<file path="src/rtl/ts_gen_ml.sv">
// Multi-lane TS1/TS2 ordered-set generator that broadcasts one template to all lanes in lockstep.
// Optional lane reversal input when TS_GEN_LANE_REV_EN is defined.
module ts_gen_ml #(
    parameter int          NUM_LANES    = 4,
    parameter int          CNT_W        = 16,
    parameter logic [7:0]  LINK_NUM     = 8'h01,
    parameter logic [5:0]  RATE_SUPPORT = 6'h02
) (
    input  logic                     i_clk,
    input  logic                     i_rst,
    input  logic [7:0]               i_ts_info,
    input  logic                     i_ts_update,
    output logic                     o_ts_update_ack,
    input  logic                     i_ts_stop,
    input  logic                     i_mode,
    input  logic [CNT_W-1:0]         i_ts_target,
    input  logic [7:0]               i_tsa_link_num,
    input  logic                     i_tsa_link_vld,
    output logic                     o_tsa_ack,
`ifdef TS_GEN_LANE_REV_EN
    input  logic                     i_lane_rev,
`endif
    output logic                     o_ts_valid,
    input  logic [NUM_LANES-1:0]     i_ts_ready,
    output logic [128*NUM_LANES-1:0] o_ts_data,
    output logic [CNT_W-1:0]         o_ts_cnt,
    output logic                     o_sent_enough
);

    // Symbol codes and LTSSM encodings: ts_info[7:4] 1=POLL, 2=CFG; i_mode 1=DSP, 0=USP.
    localparam logic [7:0] COM       = 8'hBC;
    localparam logic [7:0] PAD       = 8'hF7;
    localparam logic [7:0] TS1_ID    = 8'h4A;
    localparam logic [7:0] TS2_ID    = 8'h45;
    localparam logic [3:0] ST_POLL   = 4'h1;
    localparam logic [3:0] ST_CFG    = 4'h2;
    localparam logic [3:0] POLL_CFG  = 4'h1;
    localparam logic [3:0] CFG_LW_ST = 4'h0;
    localparam logic [3:0] CFG_LW_AC = 4'h1;
    localparam logic [3:0] CFG_LN_WT = 4'h2;
    localparam logic [3:0] CFG_LN_AC = 4'h3;
    localparam logic [3:0] CFG_COMPL = 4'h4;
    localparam logic [3:0] CFG_IDLE  = 4'h5;

    typedef enum logic [1:0] {S_IDLE, S_LOAD, S_TX} state_t;

    state_t                     r_state;
    state_t                     w_next;
    logic                       r_upd_armed;
    logic                       r_upd_ack;
    logic                       r_tsa_ack;
    logic [7:0]                 r_info;
    logic                       r_mode;
    logic [7:0]                 r_link_q;
    logic [CNT_W-1:0]           r_target;
    logic [CNT_W-1:0]           r_cnt;
    logic                       r_sent;
    logic [128*NUM_LANES-1:0]   r_data;
    logic [128*NUM_LANES-1:0]   w_data;
    logic                       w_upd_req;
    logic                       w_take;
    logic                       w_accept;
    logic                       w_rev;
    logic [7:0]                 w_link;
    logic [7:0]                 w_link_val;
    logic                       w_lane_pad;
    logic [7:0]                 w_id;

`ifdef TS_GEN_LANE_REV_EN
    logic r_lane_rev;
    always_ff @(posedge i_clk or posedge i_rst) begin
        if (i_rst)
            r_lane_rev <= 1'b0;
        else if (w_take)
            r_lane_rev <= i_lane_rev;
    end
    assign w_rev = r_lane_rev;
`else
    assign w_rev = 1'b0;
`endif

    // A held ts_update is acked once; it must drop for a cycle before it can request again.
    assign w_upd_req = i_ts_update & r_upd_armed;
    assign w_take    = ((r_state == S_IDLE) || (r_state == S_TX)) &
                       (w_upd_req | i_tsa_link_vld) & ~i_ts_stop;
    assign w_accept  = (r_state == S_TX) & (&i_ts_ready);

    always_comb begin
        w_next = r_state;
        if (i_ts_stop)
            w_next = S_IDLE;
        else if (r_state == S_LOAD)
            w_next = S_TX;
        else if (w_take)
            w_next = S_LOAD;
    end

    always_ff @(posedge i_clk or posedge i_rst) begin
        if (i_rst)
            r_state <= S_IDLE;
        else
            r_state <= w_next;
    end

    always_ff @(posedge i_clk or posedge i_rst) begin
        if (i_rst) begin
            r_upd_armed <= 1'b1;
            r_upd_ack   <= 1'b0;
            r_tsa_ack   <= 1'b0;
            r_info      <= 8'h00;
            r_mode      <= 1'b0;
            r_link_q    <= PAD;
            r_target    <= '0;
            r_cnt       <= '0;
            r_sent      <= 1'b0;
            r_data      <= '0;
        end else begin
            r_upd_ack <= w_take & w_upd_req;
            r_tsa_ack <= w_take & i_tsa_link_vld;
            if (w_take && w_upd_req)
                r_upd_armed <= 1'b0;
            else if (!i_ts_update)
                r_upd_armed <= 1'b1;
            if (w_take) begin
                r_info   <= i_ts_info;
                r_mode   <= i_mode;
                r_target <= i_ts_target;
                r_cnt    <= '0;
                r_sent   <= 1'b0;
                if (i_tsa_link_vld)
                    r_link_q <= i_tsa_link_num;
            end else if (r_state != S_IDLE) begin
                if (w_accept && !(&r_cnt))
                    r_cnt <= r_cnt + CNT_W'(1);
                if (r_cnt >= r_target)
                    r_sent <= 1'b1;
            end
            if (r_state == S_LOAD)
                r_data <= w_data;
        end
    end

    always_comb begin
        w_link     = PAD;
        w_lane_pad = 1'b1;
        w_id       = TS1_ID;
        w_link_val = r_mode ? LINK_NUM : r_link_q;
        case (r_info[7:4])
            ST_POLL: begin
                if (r_info[3:0] == POLL_CFG)
                    w_id = TS2_ID;
            end
            ST_CFG: begin
                case (r_info[3:0])
                    CFG_LW_ST: begin
                        if (r_mode)
                            w_link = LINK_NUM;
                    end
                    CFG_LW_AC: begin
                        w_link     = w_link_val;
                        w_lane_pad = ~r_mode;
                    end
                    CFG_LN_WT, CFG_LN_AC, CFG_IDLE: begin
                        w_link     = w_link_val;
                        w_lane_pad = 1'b0;
                    end
                    CFG_COMPL: begin
                        w_link     = w_link_val;
                        w_lane_pad = 1'b0;
                        w_id       = TS2_ID;
                    end
                    default: begin
                        w_link = PAD;
                    end
                endcase
            end
            default: begin
                w_link = PAD;
            end
        endcase
    end

    always_comb begin
        w_data = '0;
        for (int i = 0; i < NUM_LANES; i++) begin
            w_data[128*i +: 128] = {COM, w_link,
                                    w_lane_pad ? PAD : (w_rev ? 8'(NUM_LANES-1-i) : 8'(i)),
                                    8'hFF, {2'b00, RATE_SUPPORT}, 8'h00, {10{w_id}}};
        end
    end

    assign o_ts_valid      = (r_state == S_TX);
    assign o_ts_update_ack = r_upd_ack;
    assign o_tsa_ack       = r_tsa_ack;
    assign o_ts_data       = r_data;
    assign o_ts_cnt        = r_cnt;
    assign o_sent_enough   = r_sent;

endmodule

</file>
<file path="config.mk">
export PLATFORM = sky130hd
export DESIGN_NAME = ts_gen_ml
export DESIGN_NICKNAME = d
export VERILOG_FILES = /design/src/rtl/ts_gen_ml.sv
export SDC_FILE = /design/constraint.sdc
export NUM_CORES = 1
export LEC_CHECK = 0
export BUFFER_PORTS_ARGS = -buffer_cell sky130_fd_sc_hd__buf_4
export CORE_AREA = 4 4 224 226
export CTS_CLUSTER_DIAMETER = 120
export CTS_CLUSTER_SIZE = 14
export DETAILED_ROUTE_END_ITERATION = 10
export DIE_AREA = 0 0 228 230
export PLACE_DENSITY = 0.44
export SLEW_MARGIN = 20
export SYNTH_ARGS = -nofsm -noshare
export SYNTH_HDL_FRONTEND = slang
export SYNTH_SLANG_ARGS = --single-unit
</file>
<file path="constraint.sdc">
create_clock -name i_clk -period 2.9 [get_ports i_clk]
set_input_delay 0.29 -clock i_clk [delete_from_list [all_inputs] [get_ports i_clk]]
set_output_delay 0.29 -clock i_clk [all_outputs]
set_load 0.02 [all_outputs]
</file>
# Word level (Yosys, flattened, before mapping)
# Index checks and enable logic that the tools add are counted.
# classes
n_addsub	1
n_mul	0
div	0
n_lt_le_gt_ge	1
n_eq_ne	10
n_shift	0
mux	24
bitwise_logic	9
n_reduce_logical	18
# op_table
cell	count
$mux 8	7
$mux 16	3
$add 16x1->16 const B	1
$ge 16x16->1	1
$pmux 8 s2	1
$reduce_and 16->1	1
$eq 4x2->1 const B	3
$eq 4x1->1 const B	2
$eq 4x3->1 const B	2
$mux 4	2
$pmux 4 s2	1
$reduce_bool 2->1	4
$and 1x1->1	6
$mux 1	6
$mux 2	3
$reduce_and 2->1	3
$reduce_or 5->1	1
$logic_not 4->1	1
$reduce_and 4->1	1
$reduce_or 4->1	1
$reduce_bool 3->1	1
$eq 2x1->1 const B	1
$eq 2x2->1 const B	1
$logic_and 1x1->1	2
other kinds (7)	8
# word_totals
ff_bits	491
latch_bits	0
mem_bits_rw	0
rom_bits	0
in_bits	42
output_inout_bits	532
mem_count	0

# Longest topological paths before layout
# depth
word_depth	7
mapped_depth	7
ltp_nobuf	7

# Worst setup path before layout
# OpenSTA, ideal clock, no wires.
# synth_timing
kind	flip-flop to output port
start	reg, netlist name o_ts_data[489]
end	out o_ts_data[100]
arrival_time_ps	2273
required_ps	2610
path_slack_ps	337
stages_incl_launch_ff	2
path_buffers	1
cell_sequence	dfrtp_1 > buf_4
# synth_rtl
item	line	rtl
end, declared	25	output logic [128*NUM_LANES-1:0] o_ts_data,

# Worst setup path in the final report
# layout_timing
start	reg r_upd_armed
end	reg r_link_q[3]
# layout_between
elab_chain_cells	5
# layout_rtl
item	line	rtl
start, declared	49	logic r_upd_armed;
start signal, assigned	107	r_upd_armed <= 1'b1;
start signal, assigned	121	r_upd_armed <= 1'b0;
start signal, assigned	123	r_upd_armed <= 1'b1;
$and 1x1->1	83	assign w_upd_req = i_ts_update & r_upd_armed;
$or 1x1->1	85	(w_upd_req | i_tsa_link_vld) & ~i_ts_stop;
$and 1x1->1	84	assign w_take = ((r_state == S_IDLE) || (r_state == S_TX)) &
$and 1x1->1	85	
$reduce_and 2->1 (no source line)	--	
end signal, assigned	131	r_link_q <= i_tsa_link_num;
end, declared	54	logic [7:0] r_link_q;
# No other way between the ends.
# A chain may end at the register's enable or synchronous reset.

==> flow_summary.toml <==
[outcome]
status = "finished, final reports clean"

[worst_setup_path]
slowest_delay_ns = 0.53
endpoint_kind = "flop"
worst_setup_path_start_kind = "flop"
reg2reg_setup_slack_ns = 0.79
worstPathRequired_ns = 3.12
arrival_ns = 2.33
path_buf_inv = 1
r2r_start = "r_upd_armed"
worstPathMaxFanout = 33
cp_cell_sequence = "a21oi_1, nor3_4, buf_4, and2_1, mux2_2"
reg2reg_to = "r_link_q[3]"
r2r_cells = 5
critPathSlowestCell = "dfstp_2"
crit_family = "simple AND/OR/NAND/NOR gates"
crit_type = "reg -> reg"

[cells_and_area]
drive_above_1_share_pct = 47.40
final_cell_count_no_fill = 1545
regArea_mm2 = 0.001693
area_growth_pct = 13.26
layout_common_cells = "386 x buf_4, 196 x conb_1, 64 x nand2_1"
fin_nets = 976
post-route-util_pct = 16.52
final_common_cell = "buf_4"
multi_input_area_mm2 = 0.002212
fill_cells = 5447

[grt]
use_met2_pct = 9.977
grt.overflow.total = 0
track_usage_pct = 6.101
top_usage_layer = "met2"
grt_start_max_net_pins = 102
grt_use_met3_pct = 2.664
first_global_vias = 3793
grt_pass1_wl_mm = 25.17
use_met1_pct = 7.599
antenna_found_initial = 2

[floorplanning]
die_y_um = 230
die_w_um = 228
die-area_mm2 = 0.05244
io_pins = 574
core-area_mm2 = 0.04834
initial_utilization_pct = 14.58
num_rows = 81

[cts]
clk_path_buf_depth = 2
cts_tree = "done"
cts_setup_buffers = 0
cts_hold_buf = 1
root_buffer = "clkbuf_16"
cts_max_level = 3
path_clk_slew_ns = 0.06
clkLatencyLatePin_ns = 0.34
cts.sinks = 67
cts_resized = 0
cts_buffers = 9

[placement]
finalWeightedCongestion = 0.7430
dp_slack_ns = 0.7612
place_inst = 1527
io_buffers = 377
place_hpwl_mm = 15.16

[yosys]
ys_seq_area_share_pct = 23.93
yosys_register_bits = 67
ys_types = 53
yosysWarnings = 0
synth-main-ff-cell = "dfrtp_1"
synth_edf_count = 0
synth-async-reset-ratio_pct = 100.0
syn_area_per_cell_um2 = 8.452
syn_area_mm2 = 0.007049
syn_inst = 834

[pwr]
power-per-cell-area_mw_per_mm2 = 502.6
irDropWorstVdd_v = 0.0002674
p_leak_nw = 4.135

[hold_path]
worstHoldStart = "i_ts_update"
hold_depth = 2
min_to = "r_upd_armed"
hold_path.class = "in -> reg"

[drt]
drt_first_pass_iters = 4
antenna_left = 0
drtIter0Drc = 162
drc = 0
wl_mm = 18.38
avgViaCountPerCell = 2.831
avgRoutedWirePerCell_um = 11.90
num_vias = 4374

[sta]
hold_viol = 0
max_slew_margin_pct = 34.08
rsz0062_at_grt = "false"
final_max_slew_viol_count = 0
fin_ws_ns = 0.7920
hold-worst-slack_ns = 0.08593
setup_viol = 0
fin_setup_tns_ns = 0
worstMarginPinSlew_ns = 0.9888
max_freq_mhz = 474.4
finClkSkew_ns = 0.007009
fin_crit_ns = 2.108
fin_crit_sh_pct = 72.69

[flow_run]
drv_cap = 0
per-layer routing:
metal	wire [µm]	up-vias
met5	8	-
met4	102	2
met3	1779	10
met2	9176	242
met1	7311	1994
li1	-	2126
through the flow:
| stage | instance area [µm²] | total power (W) |
|---|---|---|
| final | 7984 | 0.004013 |
| after global routing | 7981 | 0.004245 |
| after CTS | 7981 | 0.004087 |
| after detailed placement | 7667 | 0.002945 |
| after global placement | 7667 | 0.002941 |
| after floorplan | 7781 | 0.002799 |
sequential cells by signal (all words and copies together) (netlist names):
name	count
o_sent_enough	1
o_ts_cnt	16
o_ts_data	12
o_ts_update_ack	1
o_tsa_ack	1
r_info	8
r_link_q	8
r_mode	1
r_state	2
r_target	16
r_upd_armed	1
cell families after synthesis:
kind of cell / after synthesis / share of synthesized area, %
flip-flops: 67 / 23.93
AND/OR/NAND/NOR: 137 / 9.993
adder cells (fa/ha/maj): 17 / 3.017
AO/OA/AOI/OAI: 60 / 5.183
buffers and inverters: 533 / 55.16
other: 1 / 0.05320
XOR/XNOR: 10 / 1.243
multiplexers: 9 / 1.420
worst max-delay path by stage:
stage / from / endpoint / slack, ns / depth (start not counted)
after floorplan: o_ts_data[489] / o_ts_data[100] / 0.34 / 1
after global placement: r_upd_armed / r_link_q[3] / 0.79 / 5
after detailed placement: r_upd_armed / r_link_q[3] / 0.76 / 5
after CTS: r_upd_armed / r_link_q[3] / 0.74 / 5
after global routing: r_upd_armed / r_link_q[3] / 0.61 / 5
final: r_upd_armed / r_link_q[3] / 0.79 / 5
cell usage after synthesis, types with 4 or more instances:
library cell	count	area, µm²
nand4_1	4	25.02
nand2_1	64	240.2
nor2_1	19	71.32
a21oi_1	11	55.05
dfrtp_1	59	1476
nand3_1	16	80.08
inv_1	23	86.33
clkbuf_1	5	18.77
dfstp_2	8	210.2
buf_4	500	3754
o21ai_0	29	145.1
mux2_2	7	78.83
or3_1	4	25.02
xor2_1	8	70.07
ha_1	17	212.7
o211ai_1	4	30.03
report_power, final:
group | switching (W) | leakage, nW | internal, W
sequential | 0.000161 | 0.824 | 0.00109
combinational | 0.00106 | 3.17 | 0.000578
clock | 0.000434 | 0.137 | 0.000687
layout make-up:
cell class | instances | area share [%]
diodes | 1 | 0.03134
multi-input cells | 429 | 27.71
clock inverters | 6 | 0.8149
flip-flops and latches | 67 | 21.20
well taps | 622 | 9.748
repair buffers | 387 | 36.42
clock buffers | 10 | 2.993
inverters | 23 | 1.081
(Power assumes the default switching activity.)
